`src/rtl/operand_fetch.sv`:
```
// operand_fetch: decode / operand-fetch stage in front of the execute stage.
//
// This stage decodes each instruction and drives the register file read
// addresses. It captures the returned operands and tracks in-flight
// destinations in a scoreboard. It stalls on RAW and WAW hazards, and
// presents one decoded instruction per cycle through a valid/ready output
// register.
//
// Optional feature: OPERAND_FETCH_WB_BYPASS_EN
//   When this macro is defined, a retiring writeback is forwarded into the
//   operands. Its scoreboard bit is also ignored by the hazard check in the
//   same cycle, which saves one stall cycle. When the macro is undefined,
//   wb_data is ignored.
//
// Ports:
//   clk, rst                  clock, synchronous active-high reset
//   in_valid/in_ready/in_instr upstream handshake and instruction
//   rf_read_Ra/rf_read_Rb      register file read addresses (combinational)
//   rf_data_Ra/rf_data_Rb      register file read data
//   wb_valid/wb_rd/wb_data     retiring register write
//   out_valid/out_ready        downstream handshake
//   out_opcode/out_rd/out_wr_en/out_a/out_b/out_imm  registered decoded fields

module operand_fetch #(
    parameter int unsigned DATA_W  = 32,
    parameter int unsigned REG_CNT = 16,
    parameter int unsigned ADDR_W  = 4
) (
    input  logic              clk,
    input  logic              rst,
    input  logic              in_valid,
    output logic              in_ready,
    input  logic [31:0]       in_instr,
    output logic [ADDR_W-1:0] rf_read_Ra,
    output logic [ADDR_W-1:0] rf_read_Rb,
    input  logic [DATA_W-1:0] rf_data_Ra,
    input  logic [DATA_W-1:0] rf_data_Rb,
    input  logic              wb_valid,
    input  logic [ADDR_W-1:0] wb_rd,
    input  logic [DATA_W-1:0] wb_data,
    output logic              out_valid,
    input  logic              out_ready,
    output logic [3:0]        out_opcode,
    output logic [ADDR_W-1:0] out_rd,
    output logic              out_wr_en,
    output logic [DATA_W-1:0] out_a,
    output logic [DATA_W-1:0] out_b,
    output logic [DATA_W-1:0] out_imm
);

    logic [3:0]         opcode;
    logic [ADDR_W-1:0]  rd, ra, rb;
    logic [15:0]        imm;
    logic               wr_en;
    logic [DATA_W-1:0]  imm_ext;
    logic [DATA_W-1:0]  op_a, op_b;

    logic [REG_CNT-1:0] pend;      // bit n set: a write to register n is in flight
    logic [REG_CNT-1:0] clr;       // bit being retired this cycle
    logic [REG_CNT-1:0] set;       // bit being claimed by an accepted instruction
    logic [REG_CNT-1:0] pend_chk;  // scoreboard view used by the hazard check
    logic               stall;
    logic               accept;

    assign opcode  = in_instr[31:28];
    assign rd      = in_instr[24 +: ADDR_W];
    assign ra      = in_instr[20 +: ADDR_W];
    assign rb      = in_instr[16 +: ADDR_W];
    assign imm     = in_instr[15:0];
    assign wr_en   = (opcode[3:2] != 2'b11);
    assign imm_ext = {{(DATA_W-16){imm[15]}}, imm};

    assign rf_read_Ra = ra;
    assign rf_read_Rb = rb;

    always_comb begin
        clr = '0;
        set = '0;
        if (wb_valid) clr[wb_rd] = 1'b1;
        if (accept && wr_en) set[rd] = 1'b1;
    end

`ifdef OPERAND_FETCH_WB_BYPASS_EN
    // The register file write lands one edge later, so forward it here.
    assign op_a     = (wb_valid && wb_rd == ra) ? wb_data : rf_data_Ra;
    assign op_b     = (wb_valid && wb_rd == rb) ? wb_data : rf_data_Rb;
    assign pend_chk = pend & ~clr;
`else
    logic unused_wb_data;
    assign unused_wb_data = ^wb_data;
    assign op_a     = rf_data_Ra;
    assign op_b     = rf_data_Rb;
    assign pend_chk = pend;
`endif

    assign stall    = in_valid && (pend_chk[ra] || pend_chk[rb] || (wr_en && pend_chk[rd]));
    assign in_ready = !stall && (!out_valid || out_ready);
    assign accept   = in_valid && in_ready;

    always_ff @(posedge clk) begin
        if (rst) begin
            pend       <= '0;
            out_valid  <= 1'b0;
            out_opcode <= '0;
            out_rd     <= '0;
            out_wr_en  <= 1'b0;
            out_a      <= '0;
            out_b      <= '0;
            out_imm    <= '0;
        end else begin
            // Clear first, then set: a same-cycle set of the same bit wins.
            pend <= (pend & ~clr) | set;
            if (accept) begin
                out_valid  <= 1'b1;
                out_opcode <= opcode;
                out_rd     <= rd;
                out_wr_en  <= wr_en;
                out_a      <= op_a;
                out_b      <= op_b;
                out_imm    <= imm_ext;
            end else if (out_ready) begin
                out_valid <= 1'b0;
            end
        end
    end

endmodule

```
`config.mk`:
```
export PLATFORM = sky130hd
export DESIGN_NAME = operand_fetch
export DESIGN_NICKNAME = d
export VERILOG_FILES = /design/src/rtl/operand_fetch.sv
export SDC_FILE = /design/constraint.sdc
export NUM_CORES = 1
export LEC_CHECK = 0
export CORE_ASPECT_RATIO = 1.25
export CORE_MARGIN = 10
export CORE_UTILIZATION = 38
export CTS_BUF_LIST = sky130_fd_sc_hd__clkbuf_4 sky130_fd_sc_hd__clkbuf_8
export DETAILED_ROUTE_END_ITERATION = 16
export PLACE_DENSITY = 0.8
export SYNTH_ARGS = -nofsm -noshare
export SYNTH_HDL_FRONTEND = slang
export SYNTH_SLANG_ARGS = --single-unit
```
`constraint.sdc`:
```
create_clock -name clk -period 2.1 [get_ports clk]
set_input_delay 0.315 -clock clk [delete_from_list [all_inputs] [get_ports clk]]
set_output_delay 0.315 -clock clk [all_outputs]
set_load 0.03 [all_outputs]
```
==> out/results.txt, run 1 <==
Status: complete, but fails checks
Failing checks: negative setup slack
CTS Root Cell: clkbuf_8
Core Area: 13350 µm²
Die height: 150.9 µm
Syn_nets: 725
Max-cap violation count: 0
Hold slack: 0.3691 ns
CP Capture Type: flop
Clock latency on the worst-skew pair: 0.39 ns
Total number of vias: 6171
Filler cells: 860
Crit path time final: 2.468 ns
Measured slew at the worst slew-check pin: 0.7164 ns
CTS buffer count: 9
Max-slew headroom: 0.5224
Fraction of registers with async set/reset: 0
Yosys reg bits: 106
Cells after Synth: 588
Crit-path cells: mux4_2 -> and4_1 -> buf_4 -> or3_4 -> bufbuf_16 -> o31ai_2 -> a21oi_1
TritonCTS clock tree: built
Hold Path Class: in -> reg
Drt first-iter violations: 651
Final count of hold timing violations: 0
Critical Path Start Type: flop
WHS Endpoint: out_a[9]
Top-level I/O count: 252
Final nets: 940
Clock Sinks: 106
Clock Skew: 0.01296 ns
Final GP Congestion: 0.8730
Peak VDD IR: 326.1 µV
Warnings from Yosys: 0
R2R depth: 7
R2r endpoint: out_imm[9]
Initial core utilization: 0.3901
Reg-to-reg slack, setup: -0.37 ns
Netlist cell types: 43
Clk buf depth: 2
Slowest cell on crit path: mux4_2
F_max: 0.4052 GHz
WS Path Type: reg -> reg
Reg-to-Reg Start: pend[13]
First-pass GRT wire length: 33860 µm
Critical hold path startpoint: rst
Placement Cell Area: 7670 µm²
Post-route antenna net violation count: 0
Cell leakage power: 0.003078 µW
First-pass DRT Iterations: 5
DP Wirelength: 14220 µm
Fin util: 0.7239
CTS H-tree depth: 3
Fin crit share: 1.175
Layout cells sized above 1: 0.3020
Die W: 124.7 µm
Die area: 18820 µm²
Gr ovfl total: 0
Layout overhead on the synthesized area: 85.56%
Design area: 9663 µm²
Vias in the first global route: 5984
GRT Overall Usage: 0.2203
Worst path max stage delay: 0.50 ns
Register area share after synthesis: 0.4075
CP arrival: 2.70 ns
Port Buf Inserts: 219
Pwr Density: 556.1 nW/µm²
Hold-fix buffers, CTS: 0
Critical Path RT: 2.34 ns
Setup WS post-layout: -0.3677 ns
Max Transition Viols Final: 0
Final WL: 23930 µm
Wirelength per Cell: 24.42 µm
CTS clock-pin slew for the worst setup and hold paths: 0.11 ns
Syn Area/Cell: 8.856 µm²
Worst Path Max Fanout: 9
RSZ-0062 raised after global routing: yes
Initial antenna violation count: 0
Ys flop type: dfxtp_1
Vias/cell: 6.297
Syn Std Cell Area: 5207 µm²
Min-Delay Path Depth: 2
Final count of negative-setup-slack endpoints: 90
Largest net degree at the start of global routing: 60
Row Count: 47
Post-synth EDFFs: 0
# DRC: 0
## layout make-up
class	count	area, µm²	share of cell area
multi-input cells	384	3806	0.3939
repair buffers	300	3317	0.3433
flip-flops and latches	106	2130	0.2204
well taps	171	214.0	0.02214
clock buffers	9	123.9	0.01282
clock inverters	7	62.56	0.006474
inverters	2	7.507	0.0007769
diodes	1	2.502	0.0002590
## metal layers
| metal | vias up | part of all wire | global-route usage |
|---|---|---|---|
| met5 | - | 0 | 0 |
| met4 | 0 | 0.048 | 0.09568 |
| met3 | 74 | 0.067 | 0.03916 |
| met2 | 346 | 0.52 | 0.3999 |
| met1 | 3023 | 0.36 | 0.2485 |
| li1 | 2728 | - | - |
## power by group
| part | total (µW) | switching [µW] | internal, µW |
|---|---|---|---|
| Combinational | 1850 | 1020 | 832 |
| Sequential | 2260 | 125 | 2140 |
| Clock | 1260 | 805 | 455 |
## timing repair
item,4_1_cts,5_1_grt
resized for setup,121,122
pin swaps,60,73
buffers inserted,14,7
endpoints found under the setup margin,107,90
cloned,12,7
## cell usage in the layout (no fill, tap or decap), types with 10 or more instances in the layout
master | Yosys | layout
clkdlybuf4s50_1 | 0 | 211
a21oi_2 | 0 | 25
o31ai_4 | 0 | 71
buf_6 | 2 | 11
o211ai_1 | 11 | 11
nand2_1 | 19 | 19
o21ai_1 | 10 | 10
nand4_1 | 89 | 89
o31ai_2 | 10 | 16
buf_4 | 25 | 40
dfxtp_1 | 106 | 100
buf_12 | 0 | 15
mux4_2 | 11 | 11
a21oi_1 | 90 | 65
## worst max-delay path, delay by kind of cell, from the launching register on
family,cells,cell delay (ns)
mux,1,0.50
simple gates,2,0.68
compound gates,2,0.33
flops,1,0.35
buf+inv,2,0.46
## Yosys cell counts, types with 2 or more instances
master / number / area (µm²)
mux2_2: 2 / 22.52
nor3_1: 4 / 20.02
nand3_1: 10 / 50.05
o311ai_0: 3 / 26.28
a22oi_1: 3 / 22.52
buf_6: 2 / 22.52
o21ai_0: 6 / 30.03
and3_1: 2 / 12.51
clkbuf_1: 51 / 191.4
nor3b_1: 3 / 22.52
o211ai_1: 11 / 82.58
nand4_1: 89 / 556.8
nand2_1: 19 / 71.32
a21oi_1: 90 / 450.4
dfxtp_1: 106 / 2122
buf_1: 7 / 26.28
buf_4: 25 / 187.7
nand2b_1: 6 / 37.54
nand3b_1: 2 / 15.01
mux4_2: 11 / 247.7
o31ai_1: 77 / 578.1
nor2b_1: 3 / 18.77
nor2_1: 8 / 30.03
buf_2: 11 / 55.05
o21ai_1: 10 / 50.05
o31ai_2: 10 / 125.1
## flip-flops by register name (all words and copies together), names as in the netlist
| name | flops |
|---|---|
| pend | 16 |
| out_opcode | 4 |
| out_imm | 16 |
| out_wr_en | 1 |
| out_b | 32 |
| out_valid | 1 |
| out_a | 32 |
| out_rd | 4 |
## metrics by stage
stage,cells,setup slack (ns),power (µW),setup TNS (ns)
finish,980,-0.3677,5374,-24.10
global route,979,-0.4051,5571,-29.23
CTS,971,-0.3113,5154,-21.22
detailed placement,931,-0.8306,3714,-72.61
global placement,931,-0.7670,3681,-68.48
floorplan,588,-0.01896,3022,-0.1932
## worst max path at each step
| stage | startpoint | endpoint | depth (start not counted) |
|---|---|---|---|
| global placement | in_instr[17] | out_a[12] | 7 |
| finish | pend[13] | out_imm[9] | 7 |
| floorplan | in_instr[25] | out_a[0] | 8 |
| detailed placement | in_instr[17] | out_b[0] | 7 |
| CTS | pend[7] | in_ready | 6 |
| global route | pend[7] | in_ready | 6 |
## logic make-up (layout without fill, tap and decap cells)
family                 after synthesis  count (layout)  synth area share
multiplexers                        13              13           0.05190
AO/OA/AOI/OAI                      217             217            0.2734
other                                0               1                 0
buffers and inverters               98             318           0.09418
flip-flops                         106             106            0.4075
AND/OR/NAND/NOR                    154             154            0.1730
(Power assumes the default switching activity.)
==> run 2, diff against run 1 <==
MAX_ROUTING_LAYER = met4   (was not set)
==> run 2 against run 1 <==
The run still ends with negative setup slack left. Global-route usage down 0.61 points. Critical path depth unchanged. Via count up 0.29%. Critical path type is now reg -> out. Largest power group unchanged. Highest routed layer unchanged. Critical endpoint is now in_ready.
==> out/results.txt, run 2 (synthesis gave the netlist of run 1 again) <==
Peak VDD IR: 315.5 µV (-3.2%)
Vias/cell: 6.233 (-1.0%)
Final count of negative-setup-slack endpoints: 89 (-1.1%)
Die W: 124.7 µm (unchanged)
Clk buf depth: 2 (unchanged)
CTS H-tree depth: 3 (unchanged)
CTS clock-pin slew for the worst setup and hold paths: 0.11 ns (about the same)
Crit-path cells: mux4_2 -> and4b_1 -> buf_4 -> nor2_4 -> nand3_4 -> a21boi_4 -> buf_6
Measured slew at the worst slew-check pin: 0.6673 ns (-0.04911 ns)
Buf/Inv on CP: 2 (unchanged)
TritonCTS clock tree: built
CTS buffer count: 9 (unchanged)
Drt first-iter violations: 585 (-10%)
Vias in the first global route: 6017 (+0.55%)
Max Transition Viols Final: 0 (unchanged)
Pwr Density: 555.8 nW/µm² (about the same)
Multi-input logic area: 3512 µm² (-7.7%)
Die area: 18820 µm² (unchanged)
CTS Root Cell: clkbuf_8
Port Buf Inserts: 219 (unchanged)
Fin cells: 993 (+1.3%)
Placed cells: 938 (+0.75%)
Layout cells sized above 1: 0.2960 (-0.006000)
Largest net degree at the start of global routing: 60 (unchanged)
Most frequent cells in the layout: clkdlybuf4s50_1, dfxtp_1, nand4_1
Crit path time final: 2.381 ns (-0.08690 ns)
Final nets: 953 (+1.4%)
DP Wirelength: 14410 µm (+1.4%)
Gr ovfl total: 0 (unchanged)
Largest registers: out_a x32, out_b x32
Final WL: 24310 µm (+1.6%)
Critical Path RT: 1.78 ns (-0.56 ns)
Clock Skew: 0.01928 ns (+0.006328 ns)
Final count of hold timing violations: 0 (unchanged)
Critical Path Start Type: flop
Cell leakage power: 0.003167 µW (+2.9%)
CP delay by family, top: multiplexers
Hold-fix buffers, CTS: 0 (unchanged)
Failing checks: negative setup slack
Top-level I/O count: 252 (unchanged)
Slowest cell on crit path: mux4_2
WS Path Type: reg -> out
TNS Setup: -12.26 ns (+11.84 ns)
Die height: 150.9 µm (unchanged)
Design area: 9545 µm² (-1.2%)
Core Area: 13350 µm² (unchanged)
# DRC: 0 (unchanged)
Fin crit share: 1.134 (-0.04138)
CP arrival: 2.07 ns (-0.63 ns)
Max-slew headroom: 0.5551 (+0.03274)
CP Capture Type: output port
Filler cells: 911 (+5.9%)
RSZ-0062 raised after global routing: yes
Setup WS post-layout: -0.2808 ns (+0.08690 ns)
Final GP Congestion: 0.8844 (+1.3%)
Total Power: 5305 µW (-1.3%)
First-pass GRT wire length: 32550 µm (-3.9%)
GRT Overall Usage: 0.2142 (-0.006103)
Max-cap violation count: 0 (unchanged)
Total number of vias: 6189 (+0.29%)
Hold Path Class: in -> reg
Post-route antenna net violation count: 0 (unchanged)
Commonest non-fill, non-tap cell in the layout: clkdlybuf4s50_1
Row Count: 47 (unchanged)
Layout overhead on the synthesized area: 83.30%
Wirelength per Cell: 24.48 µm (+0.24%)
F_max: 0.4200 GHz (+3.6%)
Placement Cell Area: 7747 µm² (+1.0%)
Worst Path Max Fanout: 4 (-5)
Worst path max stage delay: 0.49 ns (about the same)
Status: complete, but fails checks
Clock latency on the worst-skew pair: 0.38 ns (about the same)
Initial antenna violation count: 0 (unchanged)
Placement Setup Slack: -0.8507 ns (-0.02009 ns)
Clock Sinks: 106 (unchanged)
Register area: 2133 µm² (+0.18%)
Initial core utilization: 0.3901 (unchanged)
First-pass DRT Iterations: 5 (unchanged)
-- run 2: per-stage QoR --
step	hold WS [ns]	util
after floorplan	0.4251	-
after global placement	0.4539	0.5804
after detailed placement	0.4596	0.5804
after CTS	0.3467	0.6342
after global routing	0.3457	0.7149
final	0.3672	0.7151
-- run 2: worst paths after layout --
kind / start / endpoint / slack (ns) / cells past startpoint
max: pend[5] / in_ready / -0.28 / 7
min reg2reg: out_a[1] / out_a[1] / 0.48 / 2
min: rst / out_a[4] / 0.37 / 2
max reg2reg: pend[5] / out_b[5] / -0.20 / 7
-- run 2: area by class of cell --
class                           count  share of cell area
Multi-Input combinational cell    384              0.3679
Timing Repair Buffer              313              0.3660
Sequential cell                   106              0.2235
Tap cell                          171             0.02241
Clock buffer                       11             0.01521
Clock inverter                      5            0.003932
Inverter                            2           0.0007865
Antenna cell                        1           0.0002622
-- run 2: what timing repair did --
action,4_1_cts,5_1_grt
gates resized for setup,92,105
setup endpoints to repair,107,92
pin swaps,7,29
cloned,3,21
setup buffers,4,12
-- run 2: layer usage --
layer / global-route usage / wire, µm / vias to the layer above
met5: - / 0 / -
li1: - / - / 2739
met3: 0.04510 / 1436 / 98
met1: 0.2340 / 8937 / 3038
met4: 0.1167 / 1406 / 0
met2: 0.3611 / 12530 / 314
-- run 2: power breakdown --
| group | total, µW | internal [µW] | switching, µW | leakage, µW |
|---|---|---|---|---|
| logic | 1840 | 846 | 995 | 0.00221 |
| clock network | 1220 | 483 | 733 | 0.0000894 |
| registers | 2250 | 2130 | 114 | 0.000872 |
